<file path="src/rtl/hamming16_popcount.sv">
`default_nettype none
// ============================================================================
// Module      : hamming16_popcount
// Description : Hamming weight of a 16-bit word. A balanced adder tree drives
//               the combinational count. A one-cycle registered copy has a
//               valid flag.
// Revision    : 1.0 - initial release
// ============================================================================
module hamming16_popcount (
    input  logic        clk,
    input  logic        rst_n,
    input  logic [15:0] x,
    input  logic        in_valid,
    output logic [4:0]  count,
    output logic [4:0]  count_q,
    output logic        out_valid
);

    // Each tree level widens by one bit, so no partial sum can truncate.
    logic [1:0] w_l1 [8];
    logic [2:0] w_l2 [4];
    logic [3:0] w_l3 [2];
    logic [4:0] w_l4;

    logic [4:0] r_count_q;
    logic       r_out_valid;

    // Level 1: adjacent bit pairs give sums in the range 0..2.
    generate
        for (genvar i = 0; i < 8; i++) begin : g_level1
            assign w_l1[i] = {1'b0, x[2*i]} + {1'b0, x[2*i+1]};
        end
    endgenerate

    // Level 2: pairs of 2-bit sums give sums in the range 0..4.
    generate
        for (genvar i = 0; i < 4; i++) begin : g_level2
            assign w_l2[i] = {1'b0, w_l1[2*i]} + {1'b0, w_l1[2*i+1]};
        end
    endgenerate

    // Level 3: pairs of 3-bit sums give sums in the range 0..8.
    generate
        for (genvar i = 0; i < 2; i++) begin : g_level3
            assign w_l3[i] = {1'b0, w_l2[2*i]} + {1'b0, w_l2[2*i+1]};
        end
    endgenerate

    // Level 4: the root sum is in the range 0..16. It is independent of
    // clk, rst_n and in_valid.
    assign w_l4  = {1'b0, w_l3[0]} + {1'b0, w_l3[1]};
    assign count = w_l4;

    // Registered copy. Reset clears any pending result at once. count_q holds
    // its value whenever in_valid is low.
    always_ff @(posedge clk or negedge rst_n) begin
        if (!rst_n) begin
            r_count_q   <= 5'd0;
            r_out_valid <= 1'b0;
        end else begin
            r_out_valid <= in_valid;
            if (in_valid) begin
                r_count_q <= w_l4;
            end
        end
    end

    assign count_q   = r_count_q;
    assign out_valid = r_out_valid;

endmodule
`default_nettype wire

</file>
<file path="config.mk">
export PLATFORM = sky130hd
export DESIGN_NAME = hamming16_popcount
export DESIGN_NICKNAME = d
export VERILOG_FILES = /design/src/rtl/hamming16_popcount.sv
export SDC_FILE = /design/constraint.sdc
export NUM_CORES = 1
export LEC_CHECK = 0
export ABC_AREA = 1
export CAP_MARGIN = 0
export CORE_MARGIN = 4
export CORE_UTILIZATION = 30
export DETAILED_ROUTE_END_ITERATION = 7
export SLEW_MARGIN = 5
export SYNTH_ARGS = -nofsm -noshare
export SYNTH_HDL_FRONTEND = slang
export SYNTH_SLANG_ARGS = --single-unit
</file>
<file path="constraint.sdc">
create_clock -name clk -period 5.15 [get_ports clk]
set_input_delay 1.03 -clock clk [delete_from_list [all_inputs] [get_ports clk]]
set_output_delay 1.03 -clock clk [all_outputs]
set_load 0.02 [all_outputs]
</file>
# [Word-level counts from Yosys, hierarchy flattened]
# Index checks and enable logic that the tools add are counted.
[word_totals] out_inout_bits=11 word_cells=17 reg_bits=6 in_bits=19
[classes] addsub=15
[op_table] cell="adder 1 x 1 -> 2 bit" n=8
[op_table] cell="adder 2 x 2 -> 3 bit" n=4
[op_table] cell="adder 3 x 3 -> 4 bit" n=2
[op_table] cell="adder 4 x 4 -> 5 bit" n=1

# [Logic depth before layout (Yosys ltp)]
# Gate-level depths: netlist of the first run.
[logic_depth] word_depth=4 depth_mapped=14 mapped_depth_nobuf=14

# [Worst setup path after synthesis of the first run]
# OpenSTA, ideal clock, no wires.
[synth_path] kind="input to output" startpoint="in x[0]" endpoint="out count[2]" stages=10 setup_slack_ns=-0.052 arrival_time_ns=4.172 required_ns=4.120 path_cell_list="inv_1 -> fa_1 -> fa_1 -> fa_1 -> fa_1 -> inv_1 -> ha_1 -> inv_1 -> fa_1 -> xnor2_1"
[synth_via] elab_chain_len=4
[synth_rtl] element="start, declared" line="12" source="input logic [15:0] x,"
[synth_rtl] element="adder 1 x 1 -> 2 bit" line="31" source="assign w_l1[i] = {1'b0, x[2*i]} + {1'b0, x[2*i+1]};"
[synth_rtl] element="adder 2 x 2 -> 3 bit" line="38" source="assign w_l2[i] = {1'b0, w_l1[2*i]} + {1'b0, w_l1[2*i+1]};"
[synth_rtl] element="adder 3 x 3 -> 4 bit" line="45" source="assign w_l3[i] = {1'b0, w_l2[2*i]} + {1'b0, w_l2[2*i+1]};"
[synth_rtl] element="adder 4 x 4 -> 5 bit" line="51" source="assign w_l4 = {1'b0, w_l3[0]} + {1'b0, w_l3[1]};"
[synth_rtl] element="end, declared" line="14" source="output logic [4:0] count,"
# Every way passes these cells.

# [Final worst setup path of the first run]
[layout_path] startpoint="in x[9]" endpoint="out count[2]"
# The elaborated chain is that of the path after synthesis.

==> results of run 1 <==
cell families after synthesis:
kind of cell             after synthesis
flip-flops                             6
buffers and inverters                 30
AO/OA/AOI/OAI                          3
XOR/XNOR                               1
AND/OR/NAND/NOR                       22
adder cells (fa/ha/maj)               15
path summary, 6_finish.rpt:
path | cells past startpoint | from | slack (ps) | end
max | 12 | x[9] | -4 | count[2]
min | 2 | count_q[0] | 470 | count_q[0]
max reg2reg | 2 | count_q[1] | 4530 | count_q[1]
min reg2reg | 2 | count_q[0] | 470 | count_q[0]
max in group asynchronous | 1 | rst_n | 3900 | count_q[1]
min in group asynchronous | 1 | rst_n | 1030 | count_q[2]
per-stage QoR:
step | utilization, % | setup TNS (ps) | std cells
after floorplan | - | 0 | 77
after global placement | 50.4 | -3710 | 137
after detailed placement | 50.4 | -3850 | 137
after CTS | 50.9 | -21.6 | 141
after global routing | 51.5 | -295 | 142
final | 51.5 | -4.19 | 142
placed cells by master, fill, tap and decap left out, drive strengths merged:
cell type / instances
and2: 1
clkdlybuf4s50: 15
nand3: 4
nand2: 16
nor2: 1
buf: 19
fa: 10
ha: 5
clkbuf: 3
xnor2: 1
dlygate4sd2: 1
a21oi: 1
o22ai: 1
o21ai: 1
dfrtp: 6
inv: 30
what timing repair did:
| action | CTS | global route |
|---|---|---|
| setup endpoints to repair | 5 | 4 |
| gates resized for setup | 57 | 7 |
| setup buffers | 1 | 1 |
| gates cloned | 0 | 0 |
| pin swaps | 11 | 9 |
cell type report:
type	instances	area, um2
Clock buffer	3	22.5
Inverter	30	113
Multi-Input combinational cell	41	409
Sequential cell	6	150
Tap cell	27	33.8
Timing Repair Buffer	35	303
Fill cell	205	971
power breakdown:
group	internal (mW)	total (mW)	switching [mW]
clock	0.0264	0.0434	0.0171
sequential	0.0651	0.0733	0.00823
combinational	0.244	0.478	0.233
tightest hold or removal path: cells and delay by family (launching register included):
kind,cells,cell delay [ps]
flip-flops,1,330
AND/OR/NAND/NOR,2,110
routing by layer:
layer  vias to the layer above  wire, um  GRT usage (%)
met3                         0        52           4.36
li1                        294         -              -
met2                         9       693           16.3
met1                       258       597           13.3
met4                         0         0           3.73
met5                         -         0              0
sequential cells by signal (all words and copies together) (netlist names):
| register | flops |
|---|---|
| out_valid | 1 |
| count_q | 5 |
==> metrics.md, run 1 <==
| Metric | Value |
|---|---|
| Setup slack after layout | -4.19 ps |
| Slew headroom | between 80% and 90% |
| Clock tree sinks | 6 |
| First-pass GRT wire length | about 2200 um |
| Via count | approximately 560 |
| GR Overflow Total | 0 |
| # diodes | 0 |
| Pin count of the biggest net entering global routing | 7 |
| Detailed Route Iter0 Violations | 5 |
| CTS buffer count | 3 |
| Maximum vdd drop | slightly above 0.0004 V |
| Leakage | ~0.56 nW |
| Hold WC Path Type | reg -> reg |
| Gpl congestion | just under 0.7 |
| Die Wd | 54.4 um |
| Initial antenna violation count | 0 |
| Synth Area in Compound Gates | under 10% |
| Share of cells above drive strength 1 | ~30% |
| Final Power | around 0.59 mW |
| Crit Path Max Fanout | 2 |
| Post-synth ARST share | 100% |
| Final Slew Violations | 0 |
| Worst path buffer plus inverter count | 5 |
| Vias per inst | just under 4 |
| Wire per inst | 9.45 um |
| Core footprint | approximately 2000 um2 |
| Post-synth top cells | inv_1 (30), nand2_1 (16), fa_1 (10) |
| Max Root-Sink Buffers | 2 |
| Synthesized cell area | about 650 um2 |
| Clk slew on worst S/H paths | 40 ps |
| CP Cell Sequence | buf_6, inv_2, fa_1, fa_1, fa_2, fa_1, inv_2, ha_4, inv_2, fa_2, xnor2_2, buf_4 |
| Post-synth top area share | between 30% and 40% |
| Post-synth EDFFs | 0 |
| Synth Area in XOR/XNOR | 1.35% |
| Simple-gate portion of the synthesized area | between 10% and 20% |
| Synth Area in Adders | between 40% and 50% |
| Final Routed Wirelength | ~1300 um |
| Post-synthesis mux area share | 0% |
| Pre-CTS setup slack | -985 ps |
| Root Buffer | clkbuf_4 |
| Crit Path Category | in -> out |
| Area Growth Syn to Fin | 59.4% |
| Synth Register Bits | 6 |
| Distinct cells, synth | 12 |
| Slowest Stage Delay on Critical Path | ~560 ps |
| Io pins | 30 |
| Synthesized Nets | roughly 110 |
| Mean Syn Cell Area | 8.40 um2 |
| Final setup vio count | 1 |
| Crit-path slowest cell | fa_1 |
| Startpoint Class | primary input |
| Drt first pass iters | 4 |
| Hold slack | between 400 and 500 ps |
| Fmax achieved | 0.194 GHz |
| Main combinational cell family by area after synthesis | adder cells |
| Outcome | finished with violations |
| Most common cell in the netlist | inv_1 |
| Htree depth | 1 |
| PwrDens | 577 nW/um2 |
| Seq/Total Area, Yosys | between 20% and 30% |
| # nets final | between 150 and 200 |
| Failing checks | setup timing |
| Max-cap violations | 0 |
| Worst path top cell family by delay | adder cells |
| Clock skew | 0 ps |
| Fin. Hold Viols | 0 |
| Synth area leaders | fa_1 (31%), dfrtp_1 (23%), inv_1 (17%) |
| Placed Area | 1010 um2 |
| Worst EP arrival | between 4000 and 5000 ps |
| Synth Instances | 77 |
| RSZ-0062 raised after global routing | true |
| Vias in the first global route | about 560 |
| Clock period minus worst slack | between 5000 and 6000 ps |
| Hold buffers post-CTS | 0 |
| Post-synth top area cell | fa_1 |
| Final Cycle Share | 100% |
| IO Port Bufs | 29 |
| Die outline height | approximately 54 um |
| Worst-Skew Late Latency | roughly 240 ps |
| Synth Warn # | 0 |
| Actual slew at the worst max-slew pin | approximately 280 ps |
| DP HPWL | between 1000 and 1500 um |
| WP data required | between 4000 and 5000 ps |
| Drt drc | 0 |
| Ys flop type | dfrtp_1 |
| Core Rows | 16 |
| Die area | approximately 3000 um2 |
| Finished Cell Area | slightly above 1000 um2 |
| Total track usage | 10.6% |
| Number of routed nets with antenna violations | 0 |
| Initial core utilization | approximately a third |
| CTS tree | built |
| Critical Path Sink Type | output port |
Note: power is estimated with default switching activity, not from simulation.
==> inputs of run 2 (changes only) <==
--- a/config.mk
+++ b/config.mk
@@ -10,6 +10,7 @@
 export CORE_MARGIN = 4
 export CORE_UTILIZATION = 30
 export DETAILED_ROUTE_END_ITERATION = 7
+export SKIP_CTS_REPAIR_TIMING = 1
 export SLEW_MARGIN = 5
 export SYNTH_ARGS = -nofsm -noshare
 export SYNTH_HDL_FRONTEND = slang
==> run 2 against run 1 <==
Compared with the run above: the run now ends clean; sequential share of layout area barely moved; final area increased by 0.24%; combinational power decreased by 1%; fmax grew 1.3%; highest routed layer unchanged.
==> metrics.md, run 2 (synthesized netlist as in run 1, its figures left out) <==
| Metric | Value |
|---|---|
| Final Routed Wirelength | 1340 um (unchanged) |
| Share of cells above drive strength 1 | 27.2% (-3.2 points) |
| Most used cell, CP | fa_1 |
| Initial core utilization | 32.3% (unchanged) |
| Initial antenna violation count | 0 (unchanged) |
| CP startpoint | x[7] |
| Final Cycle Share | 98.8% (-1.3 points) |
| Final Slew Violations | 0 (unchanged) |
| Worst path top cell family by delay | adder cells |
| Core Rows | 16 (unchanged) |
| PwrDens | 568 nW/um2 (-1.5%) |
| Commonest cells after routing, fill and taps aside | inv_1 (22), nand2_1 (16), clkdlybuf4s50_1 (15) |
| Startpoint Class | primary input |
| First-pass GRT wire length | 2190 um (-2.5%) |
| IO Port Bufs | 29 (unchanged) |
| Detailed Route Iter0 Violations | 5 (unchanged) |
| Core footprint | 2000 um2 (unchanged) |
| Final setup vio count | 0 (-1) |
| Clock tree sinks | 6 (unchanged) |
| Leading cell type in the layout, fill and taps excluded | inv_1 |
| Fin. Hold Viols | 0 (unchanged) |
| Clock skew | 0 ps (unchanged) |
| Setup slack after layout | 62.2 ps (+66.4 ps) |
| Clock period minus worst slack | 5090 ps (-66.4 ps) |
| Via count | 555 (-1.1%) |
| Clk slew on worst S/H paths | 40 ps (about the same) |
| Hold WC Path Type | reg -> reg |
| Post-Layout Cell Count | 141 (-0.70%) |
| Leakage | 0.585 nW (+3.8%) |
| Actual slew at the worst max-slew pin | 280 ps (-2.69 ps) |
| # nets final | 150 (-0.66%) |
| Slowest Stage Delay on Critical Path | 560 ps (about the same) |
| # diodes | 0 (unchanged) |
| Io pins | 30 (unchanged) |
| Slew headroom | 81.3% (+0.18 points) |
| Final Core Density | 51.6% (+0.12 points) |
| Drt drc | 0 (unchanged) |
| DP HPWL | 1180 um (unchanged) |
| Outcome | finished, final reports clean |
| Worst EP arrival | 4060 ps (-60 ps) |
| Total track usage | 10.4% (-0.17 points) |
| Number of routed nets with antenna violations | 0 (unchanged) |
| Fill cells | 204 (-0.49%) |
| Max reg flops | 5 (unchanged) |
| Area Growth Syn to Fin | 59.8% |
| Reg2reg setup slack | 4530 ps (about the same) |
| Die Wd | 54.4 um (unchanged) |
| Crit Path Category | in -> out |
| Wire per inst | 9.52 um (+0.71%) |
| RSZ-0062 raised after global routing | true |
| GR Overflow Total | 0 (unchanged) |
| Drt first pass iters | 4 (unchanged) |
| CP Cell Sequence | clkbuf_2, inv_2, fa_1, fa_1, fa_1, fa_1, inv_2, ha_4, inv_2, fa_2, xnor2_2, buf_4 |
| Worst path buffer plus inverter count | 5 (unchanged) |
| Fin Setup TNS | 0 ps (+4.19 ps) |
| Root Buffer | clkbuf_4 |
| Gpl congestion | 0.680 (unchanged) |
| Crit-path slowest cell | fa_1 |
| WP data required | 4120 ps (about the same) |
| CTS buffer count | 3 (unchanged) |
| Fmax achieved | 0.197 GHz (+1.3%) |
| Die outline height | 54.4 um (unchanged) |
| Htree depth | 1 (unchanged) |
| Vias per inst | 3.94 (-0.37%) |
| Reg2reg start | count_q[1] |
| Final Power | 0.587 mW (-1.2%) |
| Maximum vdd drop | 0.000428 V (+4.3%) |
| Critical Path Sink Type | output port |
| Crit Path Max Fanout | 2 (unchanged) |
| Die area | 2960 um2 (unchanged) |
| CTS tree | built |
| Placed cell count | 137 (unchanged) |
| Max-cap violations | 0 (unchanged) |
| Pre-CTS setup slack | -985 ps (unchanged) |
| Hold path start | count_q[0] |
| Max Root-Sink Buffers | 2 (unchanged) |
| Pin count of the biggest net entering global routing | 7 (unchanged) |
| Vias in the first global route | 543 (-3.2%) |
| Worst-Skew Late Latency | 240 ps (about the same) |
==> run 2: cell count changes in the layout (fill, tap and decap cells not counted), sizes merged <==
cell and delta:
dlymetal6s2s +3, dlygate4sd2 -1, buf -9, clkbuf +6
==> run 2: path summary, 6_finish.rpt <==
kind | endpoint | depth (start not counted)
worst max-delay path | count[2] | 12
worst min-delay path | count_q[0] | 2
worst max register to register | count_q[1] | 2
worst min register to register | count_q[0] | 2
max in group asynchronous | count_q[1] | 1
min in group asynchronous | count_q[2] | 1
==> run 2: worst reg2reg max path, stage by stage, from the launching register on <==
cell and delay [ps]:
dfrtp_1 370, nand2_1 60, o21ai_0 70
==> run 2: layout make-up <==
| class | instances | area, um2 | area share [%] |
|---|---|---|---|
| Inverter | 30 | 113 | 10.9 |
| Sequential cell | 6 | 150 | 14.5 |
| Timing Repair Buffer | 34 | 308 | 29.8 |
| Multi-Input combinational cell | 41 | 407 | 39.3 |
| Tap cell | 27 | 33.8 | 3.27 |
| Clock buffer | 3 | 22.5 | 2.18 |
==> run 2: power breakdown <==
group	internal [mW]	switching [mW]	leakage [nW]
clock network	0.0264	0.0170	0.0138
registers	0.0651	0.00822	0.0743
logic	0.239	0.231	0.497
total	0.331	0.256	0.585
==> run 2: layer usage <==
layer | GRT usage, % | routed length [um] | up-vias | part of all wire, %
met5 | 0 | 0 | - | 0
met4 | 3.73 | 0 | 0 | 0
met3 | 4.09 | 77 | 0 | 5.7
met2 | 15.1 | 701 | 11 | 52
met1 | 14.0 | 563 | 251 | 42
li1 | - | - | 293 | -
==> run 2: per-stage QoR <==
step	cell area, um2	hold WS (ps)
2_1_floorplan	654	582
3_3_place_gp	1010	459
3_5_place_dp	1010	464
4_1_cts	1030	475
5_1_grt	1030	490
6_report	1030	469
==> inputs of run 3 (changes only) <==
--- a/config.mk
+++ b/config.mk
@@ -10,6 +10,8 @@
 export CORE_MARGIN = 4
 export CORE_UTILIZATION = 30
 export DETAILED_ROUTE_END_ITERATION = 7
+export DONT_BUFFER_PORTS = 1
+export RECOVER_POWER = 25
 export SKIP_CTS_REPAIR_TIMING = 1
 export SLEW_MARGIN = 5
 export SYNTH_ARGS = -nofsm -noshare
==> constraint.sdc (replaced) <==
create_clock -name clk -period 4.33 [get_ports clk]
set_input_delay 0.866 -clock clk [delete_from_list [all_inputs] [get_ports clk]]
set_output_delay 0.866 -clock clk [all_outputs]
set_load 0.02 [all_outputs]
==> run 3 against run 2 <==
Compared with the run above: final cell count fell by 21%; highest routed layer is now met4; critical endpoint unchanged; final area fell by 19%; sequential share of layout area grew 3.4 points; register-to-register slack got worse by 980 ps; the flow now finishes with violations (setup timing); combinational power increased by 4.2%.
==> metrics.md, run 3 (synthesized netlist as in run 1, its figures left out) <==
| Metric | Value |
|---|---|
| Number of routed nets with antenna violations | 0 (unchanged) |
| Hold WC Path Type | in -> async |
| Final Slew Violations | 0 (unchanged) |
| R2R depth | 2 (unchanged) |
| Clk slew on worst S/H paths | 50 ps (about the same) |
| Wire per inst | 12.4 um (+30%) |
| Reg power frac | 17.5% (+5.0 points) |
| Capture point of the worst reg-to-reg path | count_q[1] |
| Initial antenna violation count | 0 (unchanged) |
| Fin Setup TNS | -855 ps (-855 ps) |
| Die area | 2960 um2 (unchanged) |
| Outcome | finished with violations |
| Pin count of the biggest net entering global routing | 7 (unchanged) |
| Core Rows | 16 (unchanged) |
| Clock tree sinks | 6 (unchanged) |
| Failing checks | setup timing |
| RSZ-0062 raised after global routing | true |
| CTS tree | built |
| Met3 wire len | 59 um (-23%) |
| Setup slack after layout | -285 ps (-347 ps) |
| First-pass GRT wire length | 2080 um (-4.8%) |
| Max Root-Sink Buffers | 2 (unchanged) |
| Vias per inst | 4.26 (+8.3%) |
| Max reg flops | 5 (unchanged) |
| Worst path buffer plus inverter count | 3 (-2) |
| Drt first pass iters | 3 (-1) |
| Max-cap violations | 0 (unchanged) |
| Initial core utilization | 32.3% (unchanged) |
| Crit Path Category | in -> out |
| Vias in the first global route | 511 (-5.9%) |
| DP HPWL | 1160 um (-1.8%) |
| Io pins | 30 (unchanged) |
| Storage cell area | 150 um2 (unchanged) |
| Finished Cell Area | 840 um2 (-19%) |
| Clock share of power | 8.2% (+0.8 points) |
| Cell Int Power | 0.329 mW (-0.46%) |
| CP Cell Sequence | inv_8, fa_1, fa_1, fa_2, fa_1, inv_2, ha_4, inv_2, fa_2, xnor2_4 |
| CTS buffer count | 3 (unchanged) |
| Reg2reg setup slack | 3550 ps (-980 ps) |
| Area Growth Syn to Fin | 29.8% |
| Leakage | 0.448 nW (-23%) |
| Critical Path Sink Type | output port |
| Final setup vio count | 4 (+4) |
| Final Cycle Share | 107% |
| Fmax achieved | around 0.22 GHz |
| Slowest Stage Delay on Critical Path | 560 ps (about the same) |
| Psw | 0.332 mW (+29%) |
| Gpl congestion | 0.731 (+7.5%) |
| # nets final | 120 (-20%) |
| Worst-Skew Late Latency | 250 ps (about the same) |
| Net Sw Frac | 50.2% (+6.5 points) |
| Hold slack | 306 ps (-163 ps) |
| PwrDens | 787 nW/um2 (+39%) |
| Placed Area | 737 um2 (-27%) |
| DR WL met2 | 835 um (+19%) |
| Crit Path Max Fanout | 2 (unchanged) |
| Clock period minus worst slack | between 4000 and 5000 ps |
| Share of cells above drive strength 1 | 33.3% (+6.1 points) |
| Uppermost routed layer | met4 |
| Final Routed Wirelength | 1380 um (+2.5%) |
| Leading cell type in the layout, fill and taps excluded | inv_1 |
| Commonest cells after routing, fill and taps aside | inv_1 (22), nand2_1 (14), fa_1 (8) |
| Maximum vdd drop | 0.000381 V (-11%) |
| Fill cells | 219 (+7.4%) |
| Die outline height | 54.4 um (unchanged) |
| Clock skew | 0 ps (unchanged) |
| WP data required | 3460 ps (-660 ps) |
| IO Port Bufs | 0 (-100%) |
| Most used cell, CP | fa_1 |
| Area of the multi-input gates | 472 um2 (+16%) |
| Comb pwr share | 74.3% (-5.8 points) |
| Via count | 473 (-15%) |
| Root Buffer | clkbuf_4 |
| # diodes | 0 (unchanged) |
| Worst path top cell family by delay | adder cells |
| Startpoint Class | primary input |
| Die Wd | 54.4 um (unchanged) |
| Htree depth | 1 (unchanged) |
| Slew headroom | 83.0% (+1.7 points) |
| Reg2reg start | count_q[1] |
| GR Overflow Total | 0 (unchanged) |
| Actual slew at the worst max-slew pin | 255 ps (-24.3 ps) |
| Total track usage | 9.88% (-0.57 points) |
| Worst EP arrival | 3750 ps (-310 ps) |
| Fin. Hold Viols | 0 (unchanged) |
| Detailed Route Iter0 Violations | 6 (+1) |
| Wl on met1 | 468 um (-17%) |
| Crit-path slowest cell | fa_1 |
| Core footprint | 2000 um2 (unchanged) |
| Drt drc | 0 (unchanged) |
| Final Power | 0.661 mW (+13%) |
==> run 3: cell count changes in the layout (fill, tap and decap cells not counted), sizes merged <==
cell and delta:
buf -6, clkdlybuf4s50 -15, clkbuf -6, dlymetal6s2s -3
==> run 3: layer usage <==
layer | global-route usage (%) | vias up
met5 | 0 | -
met2 | 18.9 | 11
met1 | 10.6 | 232
li1 | - | 228
met4 | 2.49 | 0
met3 | 2.45 | 2
==> run 3: power by group through the flow <==
stage,Clock [mW],Sequential [mW],Combinational [mW]
floorplan,0,0.114,0.335
global placement,0,0.117,0.389
detailed placement,0,0.118,0.400
CTS,0.0561,0.117,0.400
global route,0.0615,0.118,0.541
finish,0.0541,0.116,0.491
==> run 3: worst max path at each step <==
stage / startpoint / slack (ps) / to / cells past startpoint
global route: x[5] / -370 / count[4] / 10
CTS: x[9] / -310 / count[2] / 10
floorplan: x[11] / -210 / count[2] / 10
detailed placement: x[9] / -310 / count[2] / 10
global placement: x[9] / -280 / count[2] / 10
finish: x[5] / -280 / count[2] / 10
==> run 3: final cells by class <==
cell class,count,share of cell area [%]
inverters,30,15.2
flip-flops and latches,6,17.9
repair buffers,4,4.02
multi-input cells,41,56.2
clock buffers,3,2.68
well taps,27,4.02
==> run 3: metrics by stage <==
stage	std cells	setup slack (ps)	util (%)
final	111	-285	41.9
after global routing	111	-366	41.9
after CTS	109	-314	37.9
after detailed placement	106	-307	36.8
after global placement	106	-276	36.8
after floorplan	77	-207	-
==> edit: new RTL, settings of run 1 <==
Reset style: synchronous (`rst_n`), changed in one clocked block.
--- a/src/rtl/hamming16_popcount.sv
+++ b/src/rtl/hamming16_popcount.sv
@@ -53,7 +53,7 @@
 
     // Registered copy. Reset clears any pending result at once. count_q holds
     // its value whenever in_valid is low.
-    always_ff @(posedge clk or negedge rst_n) begin
+    always_ff @(posedge clk) begin
         if (!rst_n) begin
             r_count_q   <= 5'd0;
             r_out_valid <= 1'b0;
Formal check against the unedited RTL: differs if rst_n is asserted again (counterexample within 4 cycles, from zero or initial values and one cycle with rst_n low); with rst_n held inactive, the same outputs for 10 cycles.
==> edit against run 1 <==
The run still ends with negative setup slack left; routed wire length decreased by 1.3%; first-iteration DRC count down 80%; die area is 0.50% higher; area after synthesis grew 0.58%; sequential cell count is the same; global-route usage decreased by 0.37 points; cell count grew 4.9%; power is 9.1% lower; critical path type unchanged; setup slack got worse by 0.014 ns; largest cell class unchanged; cell area down 3.3%; largest power group unchanged.
==> edit: results (changes against run 1) <==
M2 GR Usage 0.161 (-0.00199); FF-to-FF path depth 4 (+2); Syn Area/Cell 7.57 um^2 (-9.9%); Worst R2R Setup Slack 4.48 ns (-0.05 ns); Synth area leaders fa_1 31%, inv_1 20%, dfxtp_1 18%, ha_1 9.6%, nor2_1 5.8%; sequential share of the synthesized area 0.185 (-0.0475); # setup viols final 1 (unchanged); dpl cell area 1000 um^2 (-0.87%); post-CTS sizing 53 (-7.0%); detailed router's first-iteration violation count 1 (-4); Setup Total Neg Slack -0.0185 ns (-0.0143 ns); HPWL after DPL 1.19 mm (+0.65%); Power Sequential 0.0619 mW (-16%); post-synthesis xor/xnor area fraction 0.0135 (-0.0000781); failing checks negative setup slack; final hold slack 0.498 ns (+0.0286 ns); top cells by count, synth 34 x inv_1, 10 x fa_1, 10 x nor2_1, 6 x dfxtp_1, 6 x nand2_1; PnR worst setup slack -0.0185 ns (-0.0143 ns); adder-cell share of the synthesized area 0.404 (-0.00234); leakage 0.563 nW (-0.23%); first-pass GRT wire length 2.18 mm (-2.8%); nets 158 (+4.6%); Switch Pwr 0.240 mW (-7.1%); routed length on met1 554 um (-7.2%); status finished with violations; largest net degree at the start of global routing 10 (+3)
[edit: final timing paths]
| path | from | endpoint |
|---|---|---|
| max | x[15] | count[4] |
| min | count_q[0]$_SDFFE_PN0P_ | count_q[0]$_SDFFE_PN0P_ |
| max reg2reg | count_q[4]$_SDFFE_PN0P_ | count_q[4]$_SDFFE_PN0P_ |
| min reg2reg | count_q[0]$_SDFFE_PN0P_ | count_q[0]$_SDFFE_PN0P_ |
[edit: cell families (layout without fill, tap and decap cells)]
kind of cell	after synthesis	count (layout)
buffers and inverters	36	72
AND/OR/NAND/NOR	22	22
adder cells (fa/ha/maj)	15	15
AO/OA/AOI/OAI	6	6
flip-flops	6	6
XOR/XNOR	1	1
[edit: layout make-up]
type	count	area share
Multi-Input combinational cell	44	0.408
Inverter	35	0.132
Timing Repair Buffer	34	0.284
Clock buffer	3	0.0226
Sequential cell	6	0.120
Tap cell	27	0.0339
